`src/rtl/hvmux_chain_ctl.sv`:
```
`default_nettype none
// ============================================================================
// Module  : hvmux_chain_ctl
// Brief   : Serial controller for a daisy chain of MAX14866 HV muxes. It takes
//           words over a valid/ready handshake, has a runtime SPI divider and a
//           CLR pulse, and checks the chain readback against the last word written.
// Revision: 1.0  initial release
// ============================================================================
module hvmux_chain_ctl #(
  parameter int SWITCH_N = 16,
  parameter int CHAIN_N  = 2,
  parameter int DIV_W    = 8
) (
  input  logic                        clk,
  input  logic                        rst_n,
  input  logic [SWITCH_N*CHAIN_N-1:0] din,
  input  logic                        din_valid,
  output logic                        din_ready,
  input  logic [DIV_W-1:0]            clk_div,
  input  logic                        clr_req,
  output logic                        spi_le_n,
  output logic                        spi_clk,
  output logic                        spi_din,
  output logic                        spi_clr,
  input  logic                        spi_dout,
  output logic [SWITCH_N*CHAIN_N-1:0] rdback,
  output logic                        rdback_valid,
  output logic                        rdback_err,
  output logic                        busy
);

  localparam int TOTAL = SWITCH_N * CHAIN_N;
  localparam int IDX_W = $clog2(TOTAL);

  typedef enum logic [2:0] {
    S_IDLE  = 3'd0,
    S_SHIFT = 3'd1,
    S_LATCH = 3'd2,
    S_GAP   = 3'd3,
    S_CLR   = 3'd4
  } state_t;

  state_t             state, state_nxt;
  logic [DIV_W-1:0]   div, div_nxt;
  logic [DIV_W-1:0]   cnt, cnt_nxt;
  logic [IDX_W-1:0]   idx, idx_nxt;
  logic [TOTAL-1:0]   word, word_nxt;
  logic [TOTAL-1:0]   rd_sh, rd_sh_nxt;
  logic [TOTAL-1:0]   shadow, shadow_nxt;
  logic               shadow_valid, shadow_valid_nxt;
  logic               le_n_nxt, sclk_nxt, sdin_nxt, sclr_nxt, busy_nxt;
  logic [TOTAL-1:0]   rdback_nxt;
  logic               rv_nxt, err_nxt;
  logic               phase_done;
  logic [IDX_W-1:0]   idx_dec;

  assign din_ready  = rst_n && (state == S_IDLE);
  assign phase_done = (cnt == div);
  assign idx_dec    = idx - 1'b1;

  always_comb begin
    state_nxt        = state;
    div_nxt          = div;
    cnt_nxt          = cnt;
    idx_nxt          = idx;
    word_nxt         = word;
    rd_sh_nxt        = rd_sh;
    shadow_nxt       = shadow;
    shadow_valid_nxt = shadow_valid;
    le_n_nxt         = spi_le_n;
    sclk_nxt         = spi_clk;
    sdin_nxt         = spi_din;
    sclr_nxt         = spi_clr;
    busy_nxt         = busy;
    rdback_nxt       = rdback;
    rv_nxt           = 1'b0;
    err_nxt          = rdback_err;
    case (state)
      S_IDLE: begin
        // CLR wins over a word offered in the same cycle; the word stays pending.
        if (clr_req) begin
          state_nxt = S_CLR;
          div_nxt   = clk_div;
          cnt_nxt   = '0;
          sclr_nxt  = 1'b1;
          busy_nxt  = 1'b1;
        end else if (din_valid) begin
          state_nxt = S_SHIFT;
          div_nxt   = clk_div;
          cnt_nxt   = '0;
          idx_nxt   = IDX_W'(TOTAL - 1);
          word_nxt  = din;
          sdin_nxt  = din[TOTAL-1];
          sclk_nxt  = 1'b0;
          busy_nxt  = 1'b1;
        end
      end
      S_SHIFT: begin
        if (!phase_done) begin
          cnt_nxt = cnt + 1'b1;
        end else begin
          cnt_nxt = '0;
          if (!spi_clk) begin
            // DOUT is taken just before the chain sees this rising edge.
            sclk_nxt  = 1'b1;
            rd_sh_nxt = {rd_sh[TOTAL-2:0], spi_dout};
          end else if (idx == '0) begin
            sclk_nxt  = 1'b0;
            le_n_nxt  = 1'b0;
            state_nxt = S_LATCH;
          end else begin
            sclk_nxt = 1'b0;
            idx_nxt  = idx_dec;
            sdin_nxt = word[idx_dec];
          end
        end
      end
      S_LATCH: begin
        if (!phase_done) begin
          cnt_nxt = cnt + 1'b1;
        end else begin
          cnt_nxt   = '0;
          le_n_nxt  = 1'b1;
          state_nxt = S_GAP;
        end
      end
      S_GAP: begin
        if (!phase_done) begin
          cnt_nxt = cnt + 1'b1;
        end else begin
          state_nxt        = S_IDLE;
          busy_nxt         = 1'b0;
          rdback_nxt       = rd_sh;
          rv_nxt           = 1'b1;
          err_nxt          = shadow_valid && (rd_sh != shadow);
          shadow_nxt       = word;
          shadow_valid_nxt = 1'b1;
        end
      end
      S_CLR: begin
        if (!phase_done) begin
          cnt_nxt = cnt + 1'b1;
        end else begin
          state_nxt = S_IDLE;
          sclr_nxt  = 1'b0;
          busy_nxt  = 1'b0;
        end
      end
      default: state_nxt = S_IDLE;
    endcase
  end

  always_ff @(posedge clk) begin
    if (!rst_n) begin
      state        <= S_IDLE;
      div          <= '0;
      cnt          <= '0;
      idx          <= '0;
      word         <= '0;
      rd_sh        <= '0;
      shadow       <= '0;
      shadow_valid <= 1'b0;
      spi_le_n     <= 1'b1;
      spi_clk      <= 1'b0;
      spi_din      <= 1'b0;
      spi_clr      <= 1'b0;
      busy         <= 1'b0;
      rdback       <= '0;
      rdback_valid <= 1'b0;
      rdback_err   <= 1'b0;
    end else begin
      state        <= state_nxt;
      div          <= div_nxt;
      cnt          <= cnt_nxt;
      idx          <= idx_nxt;
      word         <= word_nxt;
      rd_sh        <= rd_sh_nxt;
      shadow       <= shadow_nxt;
      shadow_valid <= shadow_valid_nxt;
      spi_le_n     <= le_n_nxt;
      spi_clk      <= sclk_nxt;
      spi_din      <= sdin_nxt;
      spi_clr      <= sclr_nxt;
      busy         <= busy_nxt;
      rdback       <= rdback_nxt;
      rdback_valid <= rv_nxt;
      rdback_err   <= err_nxt;
    end
  end

endmodule
`default_nettype wire

```
`config.mk`:
```
export PLATFORM = sky130hd
export DESIGN_NAME = hvmux_chain_ctl
export DESIGN_NICKNAME = d
export VERILOG_FILES = /design/src/rtl/hvmux_chain_ctl.sv
export SDC_FILE = /design/constraint.sdc
export NUM_CORES = 1
export LEC_CHECK = 0
export ABC_AREA = 1
export CAP_MARGIN = 15
export CELL_PAD_IN_SITES_DETAIL_PLACEMENT = 1
export CELL_PAD_IN_SITES_GLOBAL_PLACEMENT = 2
export CORE_MARGIN = 1.5
export CORE_UTILIZATION = 32
export DETAILED_ROUTE_END_ITERATION = 6
export PLACE_DENSITY = 0.77
export SLEW_MARGIN = 20
export SYNTH_ARGS = -nofsm -noshare
export SYNTH_HDL_FRONTEND = slang
export SYNTH_SLANG_ARGS = --single-unit
```
`constraint.sdc`:
```
create_clock -name clk -period 1.9 [get_ports clk]
set_input_delay 0.285 -clock clk [delete_from_list [all_inputs] [get_ports clk]]
set_output_delay 0.285 -clock clk [all_outputs]
set_load 0.02 [all_outputs]
```
# Yosys cells after proc, flatten, opt, wreduce, memory -nomap -nowiden
# Index checks and enable logic that the tools add are counted.
[classes]
n_eq_ne = 18
n_mux = 46
bitwise = 2
magnitude_cmp = 1
n_reduce_logical = 24
addsub = 2
[ops]
columns = ["operator", "count"]
rows = [
  ["two-way mux 8 bit", 6],
  ["inequality test 32 bit", 1],
  ["two-way mux 5 bit", 5],
  ["case mux 8 bit (3 select lines)", 1],
  ["two-way mux 3 bit", 7],
  ["inequality test 2 bit (second input constant)", 10],
  ["two-way mux 1 bit", 19],
  ["AND reduction 3 bit", 5],
  ["case mux 3 bit (4 select lines)", 1],
  ["AND reduction 6 bit", 2],
  ["case mux 1 bit (2 select lines)", 5],
  ["case mux 5 bit (2 select lines)", 1],
  ["nonzero test 2 bit", 5],
  ["adder 8 x 1 -> 8 bit (second input constant)", 1],
  ["== test 8 bit", 1],
  ["== test 3 x 2 -> 1 bit (second input constant)", 2],
  ["less-than comparator 5 x 6 -> 1 bit (second input constant)", 1],
  ["AND reduction 2 bit", 3],
  ["binary-select mux 1 bit (select 5 bit)", 1],
  ["zero test 5 bit", 1],
  ["AND reduction 5 bit", 1],
  ["subtractor 5 x 1 -> 5 bit (second input constant)", 1],
  ["AND reduction 4 bit", 1],
  ["OR reduction 2 bit", 2],
  ["other kinds (8)", 10],
]
[word_totals]
reg_bits = 160
wordCells = 109
input_bits = 45
output_inout_bits = 40

# Longest topological paths before layout
# Gate-level depths: netlist (run 1).
[depth]
depth_word = 7
depth_mapped = 13
ltp_nobuf = 12

# Least setup slack after synthesis (run 1)
# No wires, ideal clock.
[synth_timing]
path_kind = "reg-to-reg"
start = "reg idx[0]"
end = "reg spi_din"
required_ps = 1785
path_buffers = 2
stages_incl_launch_ff = 14
slack_ps = 164
arrival_time_ps = 1622
synth_period_minus_slack_ps = 1736
path_cell_list = "dfxtp_1 -> buf_2 -> inv_2 -> ha_1 -> clkbuf_1 -> nor2_1 -> o21ai_0 -> nand3_1 -> nand3_1 -> nand2_1 -> nand2_1 -> nand2_1 -> nor2_1 -> nor2_1"
[synth_via]
elab_chain_cells = 7
[synth_rtl]
columns = ["item", "line_no", "rtl"]
rows = [
  ["start: declaration", "46", "logic [IDX_W-1:0] idx, idx_nxt;"],
  ["start signal: assignment", "175", "idx <= idx_nxt;"],
  ["subtractor 5 x 1 -> 5 bit", "59", "assign idx_dec = idx - 1'b1;"],
  ["binary-select mux 1 bit (select 5 bit)", "114", "sdin_nxt = word[idx_dec];"],
  ["two-way mux 1 bit (not written as such)", "114", ""],
  ["two-way mux 1 bit", "107", "end else if (idx == '0) begin"],
  ["two-way mux 1 bit", "103", "if (!spi_clk) begin"],
  ["two-way mux 1 bit", "99", "if (!phase_done) begin"],
  ["case mux 1 bit (2 select lines)", "78", "case (state)"],
  ["end signal: assignment", "182", "spi_din <= sdin_nxt;"],
  ["end: declaration", "23", "output logic spi_din,"],
]
# Several ways; a longest one is shown, not always the timed one. The select of a mux whose other input is x is not followed.
# A chain may end at the register's enable or synchronous reset.

# Worst setup path after layout (run 1)
[layout_timing]
start = "reg cnt[0]"
end = "reg shadow[17]"
[layout_via]
elab_chain_cells = 2
[layout_rtl]
columns = ["item", "line_no", "rtl"]
rows = [
  ["start: declaration", "45", "logic [DIV_W-1:0] cnt, cnt_nxt;"],
  ["start signal: assignment", "174", "cnt <= cnt_nxt;"],
  ["== test 8 bit", "58", "assign phase_done = (cnt == div);"],
  ["AND reduction 2 bit (no source line)", "n/a", ""],
  ["end signal: assignment", "178", "shadow <= shadow_nxt;"],
  ["end: declaration", "49", "logic [TOTAL-1:0] shadow, shadow_nxt;"],
]
# No other way between the ends.

==> results of run 1 <==
worst register-to-register path, cell delays in order (launching register included):
cell       delay (ps)
dfxtp_2           350
inv_2              70
nand2_1            50
nand2_1            50
nand2_1            60
nor2_2            180
nand2_4           150
nor2_8            140
buf_12            160
clkbuf_16         230
o21ai_0           100
nor2_1            110
layer usage:
metal	global-route usage, %	wire, um	share of wire (%)	up-vias
li1	-	-	-	3150
met1	24.01	9809	52	2783
met2	26.38	8282	44	77
met3	2.591	463	2.5	20
met4	4.901	218	1.2	0
met5	0	0	0	-
worst max path at each step:
stage / start / to / slack (ps)
global route: idx[1] / spi_din / 6
detailed placement: din_valid / cnt[4] / 70
CTS: state[0] / din_ready / 70
finish: cnt[0] / shadow[17] / 190
global placement: din_valid / cnt[4] / 20
floorplan: idx[0] / spi_din / 160
cells in the mapped netlist, drive strengths merged:
cell type / number
xnor2: 27
a21oi: 104
o21a: 1
o21ai: 160
dfxtp: 160
nand3b: 4
ha: 2
nor4: 1
nand4: 5
nand3: 25
buf: 28
a211oi: 5
or2: 2
nor3: 4
xor2: 10
inv: 78
o211ai: 5
clkinv: 1
clkbuf: 21
nand2: 107
nor2: 159
what timing repair did:
item	CTS	global route
setup endpoints to repair	1	52
buffers inserted	0	7
gates resized for setup	1	9
hold buffers	0	0
hold endpoints to repair	0	0
gates cloned	0	3
pin swaps	0	2
logic make-up after synthesis:
family	synth area share [%]
AO/OA/AOI/OAI	20.76
XOR/XNOR	4.717
adder cells (fa/ha/maj)	0.3642
buffers and inverters	8.432
flip-flops	46.62
AND/OR/NAND/NOR	19.10
registers in the layout, summed over array words and instances (netlist names):
name and count:
busy 1, state 3, cnt 8, spi_din 1, rdback_err 1, rdback 32, rdback_valid 1, shadow 32
rd_sh 32, spi_le_n 1, shadow_valid 1, spi_clr 1, word 32, idx 5, spi_clk 1, div 8
final cells by class:
| cell class | count | area share (%) |
|---|---|---|
| flip-flops and latches | 160 | 36.58 |
| clock buffers | 18 | 4.898 |
| well taps | 275 | 3.927 |
| clock inverters | 14 | 1.913 |
| repair buffers | 117 | 13.94 |
| inverters | 79 | 3.441 |
| multi-input cells | 621 | 35.30 |
power by group:
| group | switching, uW | internal (uW) |
|---|---|---|
| logic | 2060 | 1340 |
| registers | 326 | 3750 |
| clock network | 1510 | 1990 |
metrics by stage:
stage / instances / setup slack (ps) / hold slack, ps / area (um2)
5_1_grt: 1284 / 6.261 / 456.0 / 8762
3_3_place_gp: 1242 / 17.93 / 446.6 / 8008
6_report: 1284 / 188.1 / 442.7 / 8762
2_1_floorplan: 909 / 163.9 / 419.9 / 6870
4_1_cts: 1274 / 68.44 / 428.3 / 8603
3_5_place_dp: 1242 / 67.23 / 456.5 / 8008
==> impl.org, run 1 <==
** Placed design
- In this run the tool buffered the top-level ports with 84 buffer cells.
- Routability-driven placement finished with a final weighted congestion of 0.7675.
- Placed wire-length estimate :: 12,710 um

** Die
- Initial core utilization :: 32.68%
- In this run the horizontal extent of the chip is 149.5 um.
- The initialized floorplan defines 53 standard-cell rows.
- Area enclosed by the die boundary :: 0.02236 mm2
- The core region is 0.02102 mm2.
- DIE HEIGHT :: 149.5 um
- For this design the top-level I/O count stands at 85.

** Min path
- Number of cells traversed by the worst hold path :: 3
- Worst min-delay path startpoint :: clk_div[4]
- In this run the worst hold path is classified as in -> reg.
- Endpoint, Worst Hold :: div[4]

** Routing
- Post-route antenna net violation count :: 0
- Detail-routed net length per standard cell :: 14.62 um
- DRC marker count from the first detailed-route iteration :: about 240
- Detailed routing inserted a total of 6,030 vias.
- First-pass detailed-route iteration total :: 5
- Number of remaining DRC errors :: 0
- Dividing the detail-routed via count by the number of cells gives around 4.7.
- The final layout contains routed wiring with a total length of 18,770 um.

** CTS
- CTS saw 160 sinks.
- In this run the number of H-tree levels came out at 4.
- Clk_lat worst skew :: between 400 and 500 ps
- After clock tree synthesis, the clock-pin slew on the worst setup and hold paths is 70 ps.
- TritonCTS built the clock tree.
- Num CTS Buffers :: 17
- The tree is rooted in a clkbuf_16.
- Counting along the longest clock path gives a buffer depth of 2.

** Layout
- Final-stage net count :: 1,043
- Most common cell after layout, fill and taps aside :: dfxtp_1
- Final standard cell utilization of the core :: about two fifths
- The number of antenna diodes in the final layout is 0.
- Layout cells sized above 1 :: 9.911%
- Layout-stage area growth over the synthesis result :: 27.54%
- Registers take 0.003206 mm2.
- Multi-input gate area in the final layout :: 0.003093 mm2
- Counting the fill cells in the layout gives 2,544.
- In the layout the commonest cells are dfxtp_1, nor2_1, o21ai_0.

** STA
- RSZ-0062 raised after global routing :: false
- Setup Viol. Count Final :: 0
- For the final database, setup skew stands at between 10 and 15 ps.
- Share of the cycle needed by the critical path after routing :: 90.10%
- Achievable Freq :: ~0.58 GHz
- Slew at the pin closest to its max-slew limit :: 520.9 ps
- The final-report max-slew violation count was 0.
- Worst max-slew margin expressed relative to the limit :: 65.27%
- Fin Setup TNS :: 0 ps
- The hold violation total from the final report is 0.
- Post-route minimum period :: 1712 ps

** Setup path
- Data arrives at the worst endpoint at 2070 ps.
- The critical path crosses 11 cells after its start point.
- The endpoint identified for the worst register-to-register timing path is shadow[17].
- The slowest stage of the critical path is the dfxtp_2 cell.
- Kind of cell adding the most delay to the critical path :: simple AND/OR/NAND/NOR gates
- Most used cell along the critical path :: nand2_1
- Crit. End Element :: flip-flop
- The number of cells on the worst reg-to-reg path is 11.
- STA puts the critical path data required time at about 2300 ps.
- The critical path is of the reg -> reg type.
- Counting both buffers and inverters, the worst setup path holds a total of 3.
- The critical path goes through inv_2 > nand2_1 > nand2_1 > nand2_1 > nor2_2 > nand2_4 > nor2_8 > buf_12 > clkbuf_16 > o21ai_0 > nor2_1.
- The worst setup path is launched from a flip-flop.
- In this run the critical register-to-register path is launched from cnt[0].
- Biggest cell delay along the critical path :: 350 ps
- Across all register-to-register paths, the minimum setup slack is 190 ps.
- Largest fanout of any net on the critical path :: 31

** Power
- In this run the power density over the cells is between 1000 and 1500 mW/mm2.
- IR analysis of the VDD net gives a maximum drop of 0.6604 mV.
- In this run the static leakage power is 0.003565 uW.
- Total power for the finished layout comes to about 11,000 uW.

** Logic synthesis
- Number of warnings reported in the yosys synthesis log :: 0
- Mapped Nets :: 956
- Counting distinct cell types in the post-synthesis netlist gives 37.
- Each instance of the synthesized netlist takes up on average 7.558 um2.
- Cells after synthesis :: 909
- Summed over its instances, the top area cell type makes up 46.62% of the synthesized netlist area.
- Of all cell types, the one taking the most synthesized area is dfxtp_1.
- Syn Std Cell Area :: 0.006870 mm2
- Sorting the synthesized cells by area gives the leading types as dfxtp_1, o21ai_0, nor2_1, a21oi_1, nand2_1.
- Synthesis inferred 160 register bits.
- After synthesis, flip-flops and latches occupy between 40% and 50% of the total area.

** Global route
- Global routing used 16.92% of the available tracks across all layers.
- Entering global routing, the biggest net connects 145 pins.
- The first global-routing pass estimated ~30,000 um of wire.
- The number of global-route vias before repair came to slightly below 6,000.
- The total overflow left after global routing is 0.
- The number of antenna violations at the first check in global routing is 0.

** Run
- Number of max-cap violations :: 0

** Status
- Outcome :: complete, no violations
Power figures use the tool's default switching activity.
==> run 2: changes to the inputs <==
==> constraint.sdc (replaced) <==
create_clock -name clk -period 1.65 [get_ports clk]
set_input_delay 0.2475 -clock clk [delete_from_list [all_inputs] [get_ports clk]]
set_output_delay 0.2475 -clock clk [all_outputs]
set_load 0.02 [all_outputs]
==> impl.org, run 2 (synthesis results as in run 1) <==
** Layout
- After the last flow step, the layout net total stands at 1,092.
- The area growth from synthesis to layout is 38.08%.
- Final standard cell utilization of the core :: 45.13%
- Leaving out fill and tap cells, the most frequent cell in the layout is dfxtp_1.
- Final non-filler cell total :: 1,333
- Layout cells sized above 1 :: 18.53%
- Total area of sequential cells :: 0.003218 mm2
- Number of antenna diodes :: 0
- Multi-input gate area in the final layout :: 0.003261 mm2
- In the layout the commonest cells are dfxtp_1, nor2_1, nand2_1.
- Filler instances :: approximately 2,500

** STA
- In this run the tightest slew margin relative to its limit is 64.41%.
- The final-report max-slew violation count is 0.
- Across all hold checks on the routed design, the worst slack comes to about 400 ps.
- Post-route minimum period :: 1650 ps
- Share of the cycle needed by the critical path after routing :: 99.99%
- Across all setup checks in the final design, the least slack found is 0.1266 ps.
- RSZ-0062 raised after global routing :: true
- Setup violations remaining at the end of the flow were counted as 0.
- The hold violation total from the final report was 0.
- Skew final :: 15.00 ps
- Slew at the pin closest to its max-slew limit :: 533.9 ps
- Achievable Freq :: 0.6061 GHz

** Power
- Combinational logic burns a little over a third of the power.
- In this run, the clock network consumes 30.0% of the power.
- Maximum resistive drop on vdd :: 0.7918 mV
- Net switching power :: 4794 uW
- Internal power comes to 8622 uW.
- Sequential cells account for 35.1% of the total power.
- LEAKAGE :: 0.004336 uW
- Sw Share :: 35.73%
- Power per cell area :: 1414 mW/mm2

** Global route
- Global-route wire length before repair :: between 30,000 and 40,000 um
- The global routing stage identified its most utilized layer as met2.
- Global-route congestion overflow total :: 0
- For this run, the total global-route usage over all layers was measured as 18.51%.
- The number of global-route vias before repair is 6,303.
- The number of antenna violations at the first check in global routing is 0.
- M2 GR Usage :: 29.47%
- Global routing used 3.445% of the available met3 tracks.
- Maximum number of pins on one net before global-route repair :: roughly 130
- For this run, global-route usage on met1 was measured as 25.56%.

** CTS
- Clock-pin slew was measured on the worst setup and hold paths at 70 ps.
- Num CTS Buffers :: 17
- No sink is reached through more buffers than the 2 on the longest clock path.
- The H-tree generated during clock tree synthesis spans 4 levels.
- The later pin in the worst-skew pair is clocked with a latency of 430 ps.
- Number of hold buffers added after CTS :: 0
- CTS placed an instance of clkbuf_16 at the clock tree root.
- TritonCTS built the clock tree.
- CTS saw 160 sinks.

** Setup path
- Capture point of the worst path :: idx[0]
- Worst reg-to-reg setup slack :: 0.1 ps
- Number of gates on the worst path with buffers counted :: 11
- The most numerous cell type found on the critical path is nand2_1.
- Counting both buffers and inverters, the worst setup path holds a total of 2.
- Cell breakdown of the critical path :: inv_2 > ha_2 > nand2_1 > or2_4 > nand2_1 > nand2_1 > nand2_2 > a21oi_4 > buf_6 > o21ai_1 > nor2_1
- The largest single stage delay on the critical path is 340 ps.
- Critical Path Slowest Stage Cell :: dfxtp_2
- The number of cells on the worst reg-to-reg path is 11.
- Startpoint type of the worst setup path :: flip-flop
- The worst setup path is of the reg -> reg kind.
- Crit. End Element :: flip-flop
- End of the worst register-to-register path :: idx[0]
- Critical path data arrival time :: 2010 ps
- For the worst setup path, the data required time is roughly 2000 ps.
- In this run the critical register-to-register path is launched from idx[0].
- Tracing the worst setup path back leads to its startpoint at idx[0].
- In this run the worst path has a maximum fanout of 7.
- On the critical path the largest part of the delay comes from simple AND/OR/NAND/NOR gates.

** Routing
- First-pass detailed-route iteration total :: 4
- DRC marker count from the first detailed-route iteration :: 207
- Detail-routed net length per standard cell :: between 10 and 15 um
- Wires add up to 19,920 um.
- The count of nets left with antenna violations once routing finished came out at 0.
- Overall via count from detail_route :: 6,298
- Number of remaining DRC errors :: 0
- Dividing the detail-routed via count by the number of cells gives 4.725.

** Status
- Outcome :: complete, no violations

** Min path
- Worst hold-check path type :: in -> reg

** Die
- DIE HEIGHT :: around 150 um
- In this run the core area contains 53 standard-cell rows.
- Top-level I/O count :: 85
- Initial core utilization :: 32.68%
- CORE AREA :: 0.02102 mm2
- Die extent in x :: roughly 150 um
- Area enclosed by the die boundary :: 0.02236 mm2

** Run
- Across the run, the number of max-cap violations was 0.

** Placed design
- Placed wire-length estimate :: between 10,000 and 15,000 um
- Timing analysis after detailed placement gives a worst setup slack of -93.08 ps.
- Once placement completed, the tool counted placed cells totaling 1,288.
- The congestion estimate from routability-driven global placement came to 0.7966.
- Number of port buffers :: 84
==> run 2: changes by cell type in the layout (fill, tap and decap cells not counted), sizes merged <==
cell / delta
clkdlybuf4s50: -29
dlymetal6s2s: +26
buf: +49
inv: -2
dlygate4sd2: +3
clkinvlp: +2
==> run 2: cell type report <==
type / instances / share of cell area, %
multi-input combinational: 621 / 34.37
inverter: 79 / 3.179
clock buffer: 18 / 4.524
timing repair buffer: 166 / 18.57
sequential: 160 / 33.92
tap: 275 / 3.627
clock inverter: 14 / 1.807
==> run 2: worst min-delay path by stage <==
stage | end | cells past startpoint | slack (ps) | from
floorplan | div[2] | 2 | 380 | clk_div[2]
global placement | shadow_valid | 1 | 450 | shadow_valid
detailed placement | shadow_valid | 1 | 460 | shadow_valid
CTS | div[7] | 3 | 390 | clk_div[7]
global route | div[3] | 3 | 410 | clk_div[3]
finish | rdback[23] | 4 | 400 | rst_n
==> run 2: metal layers <==
layer | wire length (um) | vias to the layer above
met4 | 189 | 0
met5 | 0 | -
met3 | 692 | 16
li1 | - | 3255
met2 | 9203 | 90
met1 | 9833 | 2937
==> run 2: power groups by stage <==
stage | Combinational [uW] | Sequential (uW) | Clock, uW
2_1_floorplan | 2580 | 4720 | 0
3_3_place_gp | 4140 | 4760 | 0
3_5_place_dp | 4200 | 4770 | 0
4_1_cts | 4450 | 4690 | 4150
5_1_grt | 5240 | 4770 | 4310
6_report | 4680 | 4710 | 4030
==> run 2: metrics by stage <==
step	TNS, ps	total power, uW	instance area (um2)
3_5_place_dp	-749.7	8971	8441
5_1_grt	-3125	14310	9487
3_3_place_gp	-291.9	8902	8441
4_1_cts	0	13290	9112
6_report	0	13420	9487
2_1_floorplan	-15.63	7299	6874
==> run 2: worst reg2reg max path: stages, from the launching register on <==
cell	delay, ps
dfxtp_2	340
inv_2	40
ha_2	200
nand2_1	90
or2_4	150
nand2_1	60
nand2_1	70
nand2_2	70
a21oi_4	260
buf_6	150
o21ai_1	50
nor2_1	120
==> run 2: what timing repair did <==
action                                  4_1_cts  5_1_grt
pin swaps                                     5       20
resized for setup                            22      149
endpoints found under the setup margin       27      135
buffers inserted                              5        4
gates cloned                                  1        3
==> run 3: changes to the inputs <==
--- a/config.mk
+++ b/config.mk
@@ -9,7 +9,7 @@
 export CAP_MARGIN = 15
 export CELL_PAD_IN_SITES_DETAIL_PLACEMENT = 1
 export CELL_PAD_IN_SITES_GLOBAL_PLACEMENT = 2
-export CORE_MARGIN = 1.5
+export CORE_MARGIN = 2
 export CORE_UTILIZATION = 32
 export DETAILED_ROUTE_END_ITERATION = 6
 export PLACE_DENSITY = 0.77
==> impl.org, run 3 (synthesis results as in run 1) <==
** Setup path
- In this run the critical register-to-register path is launched from cnt[7].
- The worst setup path is launched from a flip-flop.
- At the worst endpoint, the arrival time is roughly 2000 ps.
- Critical Path Slowest Stage Cell :: dfxtp_2
- Measured in cells, the most critical reg-to-reg path has a length of 10.
- Startpoint of the most critical setup path :: cnt[7]
- The cell that appears most often on the critical path is nor2_4.
- The setup path with the least slack is of type reg -> reg.
- Traced cell by cell, the critical path runs through xnor2_2 > nand2_2 > nor2_4 > nand2_4 > nor2_8 > buf_12 > inv_8 > clkbuf_16 > nor2_4 > nor2_1.
- Data on the critical path is required at its endpoint by 1980 ps.
- Crit. End Element :: flip-flop
- Of all nets on the critical path, the largest fanout is 8.
- Worst reg-to-reg setup slack :: -9 ps
- Biggest cell delay along the critical path :: 340 ps

** Die
- Area enclosed by the die boundary :: ~0.023 mm2
- After floorplanning, the core was sized to cover 0.02102 mm2.
- Number of rows in the core area :: 53
- Top-level I/O count :: 85
- DIE HEIGHT :: 150.5 um
- Initial core utilization :: 32.68%
- The floorplan step set the die width to ~150 um.

** Global route
- M2 GR Usage :: 28.30%
- Entering global routing, the biggest net connects 81 pins.
- Global-route congestion overflow total :: 0
- The number of antenna violations at the first check in global routing came to 1.
- Total routing resource utilization after global routing :: 18.02%
- Global routing consumed, on the met1 layer, 25.40% of the routing resources.
- In the global route stage, met3 resource usage came out at 2.909%.
- In this run the most used layer during global routing was met2.
- The number of global-route vias before repair is 6,211.
- Global-route wire length before repair :: around 32,000 um

** Power
- LEAKAGE :: 0.004475 uW
- Sw Share :: 35.99%
- Maximum resistive drop on vdd :: approximately 0.82 mV
- In this run the power density over the cells is 1387 mW/mm2.
- Net switching power :: 4883 uW
- Register share of total power :: 35.0%
- Internal portion of total power :: 8684 uW
- In this run, the clock network consumes 30.1% of the power.
- Logic pwr share :: 34.9%

** Layout
- The filler cells instantiated in the layout total 2,509.
- The repair_antennas step left the layout with diodes totalling 0.
- The finished cells cover 0.009782 mm2.
- The sequential cells in the finished layout cover a total of 0.003219 mm2.
- Most common cell after layout, fill and taps aside :: dfxtp_1
- Multi-input gate area in the final layout :: 0.003391 mm2
- Layout-stage area growth over the synthesis result :: 42.38%
- Layout cells sized above 1 :: 21.83%
- After the last flow step, the layout net total stands at roughly 1,100.
- Most used cells in the layout excluding fill and tap cells :: dfxtp_1, nor2_1, nand2_1

** CTS
- CTS H-tree lvls :: 4
- CTS tree :: done
- Clk pin slew, worst setup/hold paths :: around 80 ps
- In this run the deepest clock path goes through 2 buffers.
- Library cell used as clock root buffer :: clkbuf_16
- The later pin in the worst-skew pair is clocked with a latency of 440 ps.
- Num CTS Buffers :: 17
- Counting every sink on the clock net gives 160.

** Routing
- The final layout contains routed wiring with a total length of 21,480 um.
- Dividing the detail-routed wire length by the instance count gives 16.05 um.
- Across all layers, the routed design uses 6,374 vias.
- The first detailed-routing pass ran for 4 iterations.
- DRC marker count from the first detailed-route iteration :: 199
- Number of remaining DRC errors :: 0
- Detail-routed via count per cell :: 4.764
- In this run the remaining antenna-violating nets after routing total 0.

** STA
- Post-route minimum period :: 1659 ps
- Setup Viol. Count Final :: 5
- Achievable Freq :: 0.6028 GHz
- Slew at the pin closest to its max-slew limit :: between 300 and 400 ps
- The hold violation total from the final report is 0.
- Minimum setup slack in the final design :: -8.833 ps
- The final-report max-slew violation count came to 0.
- The worst pin sits at a relative slew slack of around three quarters.
- Final hold analysis gives a worst-case slack of 332.8 ps.
- Skew final :: 14.09 ps
- Setup repair after global routing could not meet its margin everywhere.
- Share of the cycle needed by the critical path after routing :: 100.5%

** Placed design
- Routability congestion estimate :: 0.7730
- Placed wire-length estimate :: 13,830 um
- During placement, the flow inserted port buffers numbering 84.
- Area post-placement :: 0.008338 mm2

** Min path
- The worst hold path belongs to the class in -> reg.
- Number of cells traversed by the worst hold path :: 4
- Worst min-delay path startpoint :: rst_n

** Status
- The final reports fail on negative setup slack.
- The flow ran to the end, but the final reports show violations.

** Run
- The tool flagged a number of max-cap violations equal to 0.
run 3: worst paths after layout:
path           endpoint
min reg2reg      div[4]
max reg2reg  shadow[25]
max          shadow[25]
min          rdback[24]
run 3: per-layer routing:
metal / wire length (um) / vias to the layer above
met4: 267 / 2
li1: - / 3272
met5: 13 / -
met1: 10310 / 2969
met3: 793 / 25
met2: 10090 / 106
run 3: power by group through the flow:
stage / combinational (uW) / clock, uW / sequential (uW)
after floorplan: 2580 / 0 / 4720
after global placement: 4090 / 0 / 4760
after detailed placement: 4150 / 0 / 4770
after CTS: 4300 / 4170 / 4680
after global routing: 5300 / 4340 / 4810
final: 4730 / 4080 / 4750
run 3: repair_timing:
item | in CTS | in global routing
pin swaps | 2 | 23
cloned | 0 | 13
buffers inserted | 3 | 9
hold buffers | 0 | 0
resized for setup | 14 | 212
setup endpoints to repair | 52 | 149
run 3: final cells by class:
class                   count  share of cell area (%)
multi-input cells         621                   34.66
inverters                  79                   3.223
repair buffers            171                   19.52
well taps                 275                   3.518
flip-flops and latches    160                   32.91
clock buffers              18                   4.387
clock inverters            14                   1.778
run 3: per-stage QoR:
step / instances / setup WS (ps) / power, uW / setup TNS (ps) / utilization, %
CTS: 1316 / -24.93 / 13150 / -320.5 / 42.78
global route: 1338 / -133.9 / 14450 / -3105 / 46.53
floorplan: 909 / -10.36 / 7299 / -15.63 / -
finish: 1338 / -8.833 / 13570 / -18.88 / 46.53
detailed placement: 1281 / -107.6 / 8918 / -948.2 / 39.66
global placement: 1281 / -79.50 / 8857 / -502.3 / 39.66
run 3: worst max-delay path: cells and delay by family, from the launching register on:
family | cells | cell delay (ps)
XOR/XNOR | 1 | 160
flip-flops | 1 | 340
buffers and inverters | 3 | 390
AND/OR/NAND/NOR | 6 | 660
